<file path="src/rtl/uvma_clk_mc_gen.sv">
// uvma_clk_mc_gen: NUM_CH independently programmable divided clocks with phase offset and glitch-free start/stop
module uvma_clk_mc_gen #(
    parameter int unsigned NUM_CH          = 4,
    parameter int unsigned CNT_W           = 16,
    parameter int unsigned DEF_HALF_PERIOD = 5,
    localparam int unsigned CH_W           = NUM_CH > 1 ? $clog2(NUM_CH) : 1
) (
    input  logic              clk,
    input  logic              reset_n,
    input  logic              cfg_we,
    input  logic [CH_W-1:0]   cfg_ch,
    input  logic [CNT_W-1:0]  cfg_half_period,
    input  logic [CNT_W-1:0]  cfg_phase,
    output logic              cfg_err,
    input  logic [NUM_CH-1:0] start,
    input  logic [NUM_CH-1:0] stop,
    output logic [NUM_CH-1:0] clk_out,
    output logic [NUM_CH-1:0] running,
    output logic [NUM_CH-1:0] rise_strb
);
    typedef enum logic [1:0] {IDLE, PHASE, RUN, STOPPING} state_t;
    logic cfg_err_q;
    always_ff @(posedge clk or negedge reset_n) begin
        if (!reset_n) cfg_err_q <= 1'b0;
        else cfg_err_q <= cfg_we && 32'(cfg_ch) >= NUM_CH;
    end
    assign cfg_err = cfg_err_q;
    for (genvar g = 0; g < NUM_CH; g++) begin : g_ch
        state_t state_q, state_d;
        logic [CNT_W-1:0] cnt_q, cnt_d, hp_q, hp_d, sh_hp_q, sh_hp_d, sh_ph_q, sh_ph_d, hp_eff;
        logic clk_q, clk_d, rise_q, rise_d, wr, tick;
        assign wr     = cfg_we && 32'(cfg_ch) == g;
        assign hp_eff = sh_hp_q == '0 ? CNT_W'(1) : sh_hp_q;
        assign tick   = cnt_q == CNT_W'(1);
        always_ff @(posedge clk or negedge reset_n) begin
            if (!reset_n) begin
                state_q <= IDLE;
                cnt_q   <= '0;
                hp_q    <= CNT_W'(DEF_HALF_PERIOD);
                sh_hp_q <= CNT_W'(DEF_HALF_PERIOD);
                sh_ph_q <= '0;
                clk_q   <= 1'b0;
                rise_q  <= 1'b0;
            end else begin
                state_q <= state_d;
                cnt_q   <= cnt_d;
                hp_q    <= hp_d;
                sh_hp_q <= sh_hp_d;
                sh_ph_q <= sh_ph_d;
                clk_q   <= clk_d;
                rise_q  <= rise_d;
            end
        end
        // A stop in RUN lets the current high and the following low finish; the channel idles where the next rise would be
        always_comb begin
            state_d = state_q;
            case (state_q)
                IDLE:     if (start[g] && !stop[g]) state_d = sh_ph_q == '0 ? RUN : PHASE;
                PHASE:    if (stop[g]) state_d = IDLE; else if (tick) state_d = RUN;
                RUN:      if (stop[g]) state_d = tick && !clk_q ? IDLE : STOPPING;
                STOPPING: if (tick && !clk_q) state_d = IDLE;
                default:  state_d = IDLE;
            endcase
        end
        always_comb begin
            rise_d  = state_d == RUN && (state_q != RUN || (tick && !clk_q));
            clk_d   = rise_d ? 1'b1 : (state_d == IDLE || (tick && clk_q)) ? 1'b0 : clk_q;
            cnt_d   = rise_d ? hp_eff :
                      (state_q == IDLE && state_d == PHASE) ? sh_ph_q :
                      state_d == IDLE ? '0 :
                      tick ? hp_q : cnt_q - CNT_W'(1);
            hp_d    = (rise_d || state_q == IDLE) ? hp_eff : hp_q;
            sh_hp_d = wr ? cfg_half_period : sh_hp_q;
            sh_ph_d = wr ? cfg_phase : sh_ph_q;
        end
        assign clk_out[g]   = clk_q;
        assign running[g]   = state_q != IDLE;
        assign rise_strb[g] = rise_q;
    end
endmodule
</file>
<file path="config.mk">
export PLATFORM = sky130hd
export DESIGN_NAME = uvma_clk_mc_gen
export DESIGN_NICKNAME = d
export VERILOG_FILES = /design/src/rtl/uvma_clk_mc_gen.sv
export SDC_FILE = /design/constraint.sdc
export NUM_CORES = 1
export LEC_CHECK = 0
export ABC_AREA = 1
export BUFFER_PORTS_ARGS = -buffer_cell sky130_fd_sc_hd__buf_2
export CAP_MARGIN = 20
export CORE_ASPECT_RATIO = 0.9
export CORE_MARGIN = 5
export CORE_UTILIZATION = 56
export DETAILED_ROUTE_END_ITERATION = 8
export GPL_TIMING_DRIVEN = 0
export PLACE_DENSITY_LB_ADDON = 0.25
export RECOVER_POWER = 25
export SLEW_MARGIN = 40
export SYNTH_ARGS = -nofsm -noshare
export SYNTH_HDL_FRONTEND = slang
export SYNTH_SLANG_ARGS = --single-unit
</file>
<file path="constraint.sdc">
create_clock -name clk -period 1.93 [get_ports clk]
set_clock_uncertainty 0.2 [all_clocks]
set_input_delay 0.386 -clock clk [delete_from_list [all_inputs] [get_ports clk]]
set_output_delay 0.386 -clock clk [all_outputs]
set_load 0.005 [all_outputs]
</file>
==> results of run 1 <==
## final timing paths
path	from	end	slack, ps	cells after the start
worst max-delay path	g_ch[3].cnt_q[0]	g_ch[3].cnt_q[14]	-510	10
worst min-delay path	cfg_half_period[3]	g_ch[1].sh_hp_q[3]	30	3
worst max register to register	g_ch[3].cnt_q[0]	g_ch[3].cnt_q[14]	-510	10
worst min register to register	g_ch[0].hp_q[2]	g_ch[0].hp_q[2]	270	2
max in group asynchronous	reset_n	g_ch[3].hp_q[0]	0	4
min in group asynchronous	reset_n	g_ch[1].clk_q	330	2
## report_power, final
| group | switching, W | leakage [nW] | internal [W] | total [W] |
|---|---|---|---|---|
| sequential | 0.00150 | 3.35 | 0.00706 | 0.00856 |
| combinational | 0.00586 | 6.10 | 0.00430 | 0.0102 |
| clock | 0.00232 | 0.470 | 0.00322 | 0.00554 |
| total | 0.00967 | 9.91 | 0.0146 | 0.0243 |
## critical path: cells and delay by family, from the launching register on
| kind | cells | cell delay [ps] |
|---|---|---|
| and+or+nand+nor | 7 | 1000 |
| DFF | 1 | 430 |
| AOI/OAI and AO/OA | 1 | 410 |
| adders and majority gates | 1 | 200 |
| buffers and inverters | 1 | 130 |
## cell type report
class	instances	area, sq um	area share
repair buffers	221	2130	0.108
clock inverters	9	72.6	0.00368
multi-input cells	1410	8100	0.411
repair inverters	1	6.26	0.000318
inverters	163	676	0.0343
plain buffers	71	577	0.0293
clock buffers	43	868	0.0441
flip-flops and latches	272	6850	0.347
well taps	342	428	0.0217
## logic make-up (layout without fill, tap and decap cells)
family                     after synthesis  after routing  share of synthesized area
and+or+nand+nor                       1113           1115                      0.330
xor gates and xnor gates                30             30                     0.0183
AOI/OAI and AO/OA                      256            256                     0.0968
DFF                                    272            272                      0.475
other                                    1              1                   0.000261
buffers and inverters                  236            508                     0.0721
adders and majority gates                8              8                    0.00697
## state kept, by name (all words and copies together), names as in the netlist
register,count
g_ch.cnt_q,64
g_ch.hp_q,64
g_ch.sh_hp_q,64
g_ch.sh_ph_q,64
g_ch.state_q,8
g_ch.clk_q,4
g_ch.rise_q,4
## stage by stage
| step | power [W] | instance area [sq um] | cells | setup TNS, ps |
|---|---|---|---|---|
| 2_1_floorplan | 0.0127 | 14400 | 1916 | -3650 |
| 3_3_place_gp | 0.0143 | 15100 | 2314 | -1257440 |
| 3_5_place_dp | 0.0146 | 15300 | 2318 | -40790 |
| 4_1_cts | 0.0221 | 18300 | 2487 | -29770 |
| 5_1_grt | 0.0254 | 19700 | 2532 | -75020 |
| 6_report | 0.0243 | 19700 | 2532 | -41890 |
## cells in the final DEF (no fill, tap or decap), drive strengths merged, types with 2 or more instances in the layout
cell type	n
nor3	7
clkbuf	87
nor4	16
clkinvlp	2
nor2	189
a41o	3
nand3	150
o21ai	210
clkinv	10
o211ai	6
dfstp	16
a21oi	29
xnor2	13
nand4	14
buf	247
inv	160
nand3b	3
a31oi	5
xor2	17
dfrtp	256
o22ai	2
nand2	732
ha	8
or2	4
## routing by layer
layer,share of wire,vias to the layer above,track usage
met5,0.00024,-,0
met4,0.060,2,0.126
met3,0.11,295,0.0607
met2,0.46,1147,0.517
met1,0.37,7306,0.446
li1,-,6615,-
## timing repair
action,in CTS,in global routing
cloned,19,5
hold buffers,1,0
pin swaps,91,149
resized for setup,292,298
endpoints found under the setup margin,140,142
buffers inserted,98,50
endpoints found under the hold margin,66,0
==> reports/results.txt, run 1 <==
share of cells above drive strength 1 - 0.344
Total Wirelength - 53300 um
top-count cell post-synth - nand2_1
Lkg Pwr - 9.91 nW
Yosys top cell by area - dfrtp_1
VDD IR-drop max - 0.00123 V
I/O pin count - 58
CTS tree - done
#FFs+latches synth - 272
chip height - 162 um
post-synthesis sequential area ratio - 0.475
grt ovf - 0
setup slack at placement - -389 ps
first-pass GRT wire length - 74700 um
Crit Path Category - register to register
Placer Congestion - 0.917
syn_area_per_cell - 7.50 sq um
final setup fails - 141
CP Launch Type - register
cts bufs inserted - 28
PnR worst setup slack - -506 ps
global-route usage over all layers - 0.326
die area - 29000 sq um
Post-synth top cells - 706 x nand2_1, 256 x dfrtp_1, 176 x o21ai_0
Critical Path Slowest Stage Cell - dfrtp_1
worst-margin pin slew - 900 ps
initial antenna violation count - 1
CP Max Fanout - 5
fin util - 0.782
initial drt markers - 2249
max-slew violation count - 0
H-tree depth - 1
Hold WS - 28.7 ps
top cells by area, synth - dfrtp_1 45%, nand2_1 18%, o21ai_0 6.1%
Power per Cell Area - 1230 nW/um^2
Nets - 2221
clk_lat worst skew - 550 ps
Filler cells - 1573
YS warnings - 0
area of the core - 25200 sq um
hpwl dp - 29800 um
WP data required - 2210 ps
Die Wd - 179 um
HP Class - primary input to register
First-pass DRT Iterations - 6
Initial Util - 0.570
Hold Violations, Final - 0
synthesized net count - 1969
min Tclk post-route - 2440 ps
f_max - 411 MHz
vias - 15365
P&R area growth vs syn - 37.2%
Synth cell types - 38
EDFF count, synth - 0
DR vias/cell - 6.07
largest buffer count on any clock path - 3
violated checks - setup timing
DRT antenna net count - 0
status - finished with violations
max-capacitance violation count - 0
post-synthesis instance total - 1916
async set or reset register ratio after synthesis - 1.00
crit path capture type - register
Mapped Area - 14400 sq um
final worst path period share - 1.26
share of the synthesized area in the top cell type - 0.446
Clock Pin Slew Worst Setup and Hold Paths - 60 ps
Top FF cell, synth - dfrtp_1
Port Buffers - 56
crit-path max cell delay - 430 ps
n_diodes - 0
CTS root buffer - clkbuf_16
RSZ-0062 raised after global routing - true
largest net degree at the start of global routing - 66
max_slew headroom - 0.400
routed len/inst - 21.0 um
Num Clock Sinks - 272
vias in the first global route - 14094
critical path data arrival time - 2720 ps
CP Cell Sequence - inv_1, ha_1, nand2_1, nor2_2, nand3_1, a31oi_1, nand3_2, nand2_2, nand2_2, nand2_1
num rows - 55
Post-route DRC - 0
(Power assumes the default switching activity.)
==> run 2: changes to the inputs <==
- CTS_CLUSTER_SIZE: unset -> 40
- SKIP_LAST_GASP: unset -> 1
==> run 2 against run 1 <==
The flow still finishes with violations (setup timing). Flip-flop and latch count unchanged. Hold slack worse by 1.0 ps. Clock power down 0.7%. Clock-buffer cell count unchanged. Critical path depth unchanged. Die area unchanged. Fmax up 2.4%. Global-route usage down 0.095 points. Combinational power about the same.
==> reports/results.txt, run 2 (synthesis results as in run 1) <==
CP Launch Type - register
hpwl dp - 29800 um
initial drt markers - 2187
cts bufs inserted - 28
vias in the first global route - 14111
grt ovf - 0
first-pass GRT wire length - 74700 um
violated checks - setup timing
die area - 29000 sq um
CP Cell Sequence - ha_4, nand3_2, nor2_2, nand2_2, clkbuf_1, a31oi_1, nand3_4, nand2_2, nand2_4, nand2_2
H-tree depth - 1
Hold Violations, Final - 0
vias - 15463
CP bufs+invs - 1
PnR worst setup slack - -448 ps
min Tclk post-route - 2380 ps
Nets - 2228
clk_lat worst skew - 550 ps
Placer Congestion - 0.917
final setup fails - 140
area of the core - 25200 sq um
final worst path period share - 1.23
WP data required - 2160 ps
critical path's top delay family - simple AND/OR/NAND/NOR gates
crit path capture type - register
share of cells above drive strength 1 - 0.341
P&R area growth vs syn - 37.9%
num rows - 55
First-pass DRT Iterations - 8
DR vias/cell - 6.09
Worst Hold Endpoint - g_ch[3].sh_hp_q[4]
dpl cells - 2318
worst-margin pin slew - 889 ps
critical path data arrival time - 2600 ps
routed len/inst - 21.2 um
max_slew headroom - 0.407
Port Buffers - 56
Num Clock Sinks - 272
HP Class - primary input to register
R2R Path Start - g_ch[0].cnt_q[0]
initial antenna violation count - 0
CTS root buffer - clkbuf_16
Crit Path Category - register to register
n_diodes - 0
FF-to-FF setup slack - -450 ps
largest net degree at the start of global routing - 66
Power per Cell Area - 1240 nW/um^2
max-slew violation count - 0
Die Wd - 179 um
cell mode on critical path - nand2_2
status - finished with violations
commonest non-fill, non-tap cell in the layout - nand2_1
max-capacitance violation count - 0
fin util - 0.786
Post-route DRC - 0
largest buffer count on any clock path - 3
Total Wirelength - 53800 um
R2R cell count - 10
DRT antenna net count - 0
RSZ-0062 raised after global routing - true
chip height - 162 um
Initial Util - 0.570
Clock Pin Slew Worst Setup and Hold Paths - 60 ps
f_max - 421 MHz
Lkg Pwr - 10.0 nW
Reg-to-Reg End - g_ch[0].cnt_q[4]
global-route usage over all layers - 0.325
Worst Hold Depth - 3
TNS Setup - -45060 ps
Hold WS - 27.7 ps
crit-path max cell delay - 560 ps
Hold Startpoint - cfg_half_period[4]
Critical Path Slowest Stage Cell - clkbuf_1
CTS tree - done
commonest non-fill, non-tap cells in the layout - 534 x nand2_1, 241 x dfrtp_1, 169 x o21ai_0
I/O pin count - 58
Tot Pwr - 0.0245 W
CP Max Fanout - 10
non-filler instance count after layout - 2539
VDD IR-drop max - 0.00141 V
==> run 2: final cells by class <==
| class | count | area, sq um |
|---|---|---|
| inverters | 163 | 676 |
| fillers | 1555 | 5380 |
| clock inverters | 9 | 72.6 |
| repair inverters | 1 | 8.76 |
| flip-flops and latches | 272 | 6850 |
| repair buffers | 228 | 2180 |
| multi-input cells | 1410 | 8150 |
| well taps | 342 | 428 |
| clock buffers | 43 | 868 |
| plain buffers | 71 | 582 |
==> run 2: where the power goes <==
group	total (W)	switching (W)	internal (W)
logic	0.0104	0.00597	0.00442
clock network	0.00550	0.00229	0.00322
registers	0.00857	0.00151	0.00706
==> run 2: per-stage QoR <==
step                cell area [sq um]  worst slack, ps
finish                          19800             -448
global route                    19800             -577
CTS                             18200             -273
detailed placement              15300             -389
global placement                15100            -4630
floorplan                       14400            -77.2
==> run 2: worst max path at each step <==
| stage | to | slack [ps] | cells past startpoint | start |
|---|---|---|---|---|
| 2_1_floorplan | g_ch[1].cnt_q[2] | -80 | 13 | g_ch[1].cnt_q[1] |
| 3_3_place_gp | g_ch[2].clk_q | -4630 | 1 | reset_n |
| 3_5_place_dp | g_ch[2].cnt_q[13] | -390 | 14 | g_ch[2].cnt_q[1] |
| 4_1_cts | g_ch[2].cnt_q[9] | -270 | 15 | g_ch[2].cnt_q[1] |
| 5_1_grt | g_ch[1].cnt_q[2] | -580 | 11 | g_ch[1].cnt_q[2] |
| 6_report | g_ch[0].cnt_q[4] | -450 | 10 | g_ch[0].cnt_q[0] |
==> run 2: metal layers <==
metal | up-vias | part of all wire | track usage | wire length, um
met5 | - | 0 | 0 | 0
met1 | 7261 | 0.36 | 0.445 | 19500
li1 | 6638 | - | - | -
met2 | 1192 | 0.46 | 0.516 | 24600
met3 | 372 | 0.11 | 0.0607 | 5990
met4 | 0 | 0.069 | 0.126 | 3740
==> run 2: repair_timing <==
item	in CTS	in global routing
buffers inserted	98	58
hold endpoints to repair	66	0
setup endpoints to repair	140	142
cloned	19	5
pin swaps	91	176
hold buffers	1	0
gates resized for setup	283	313
==> run 2: worst min-delay path, cell delays in order <==
cell,delay (ps)
buf_2,80
inv_1,100
o21ai_0,170
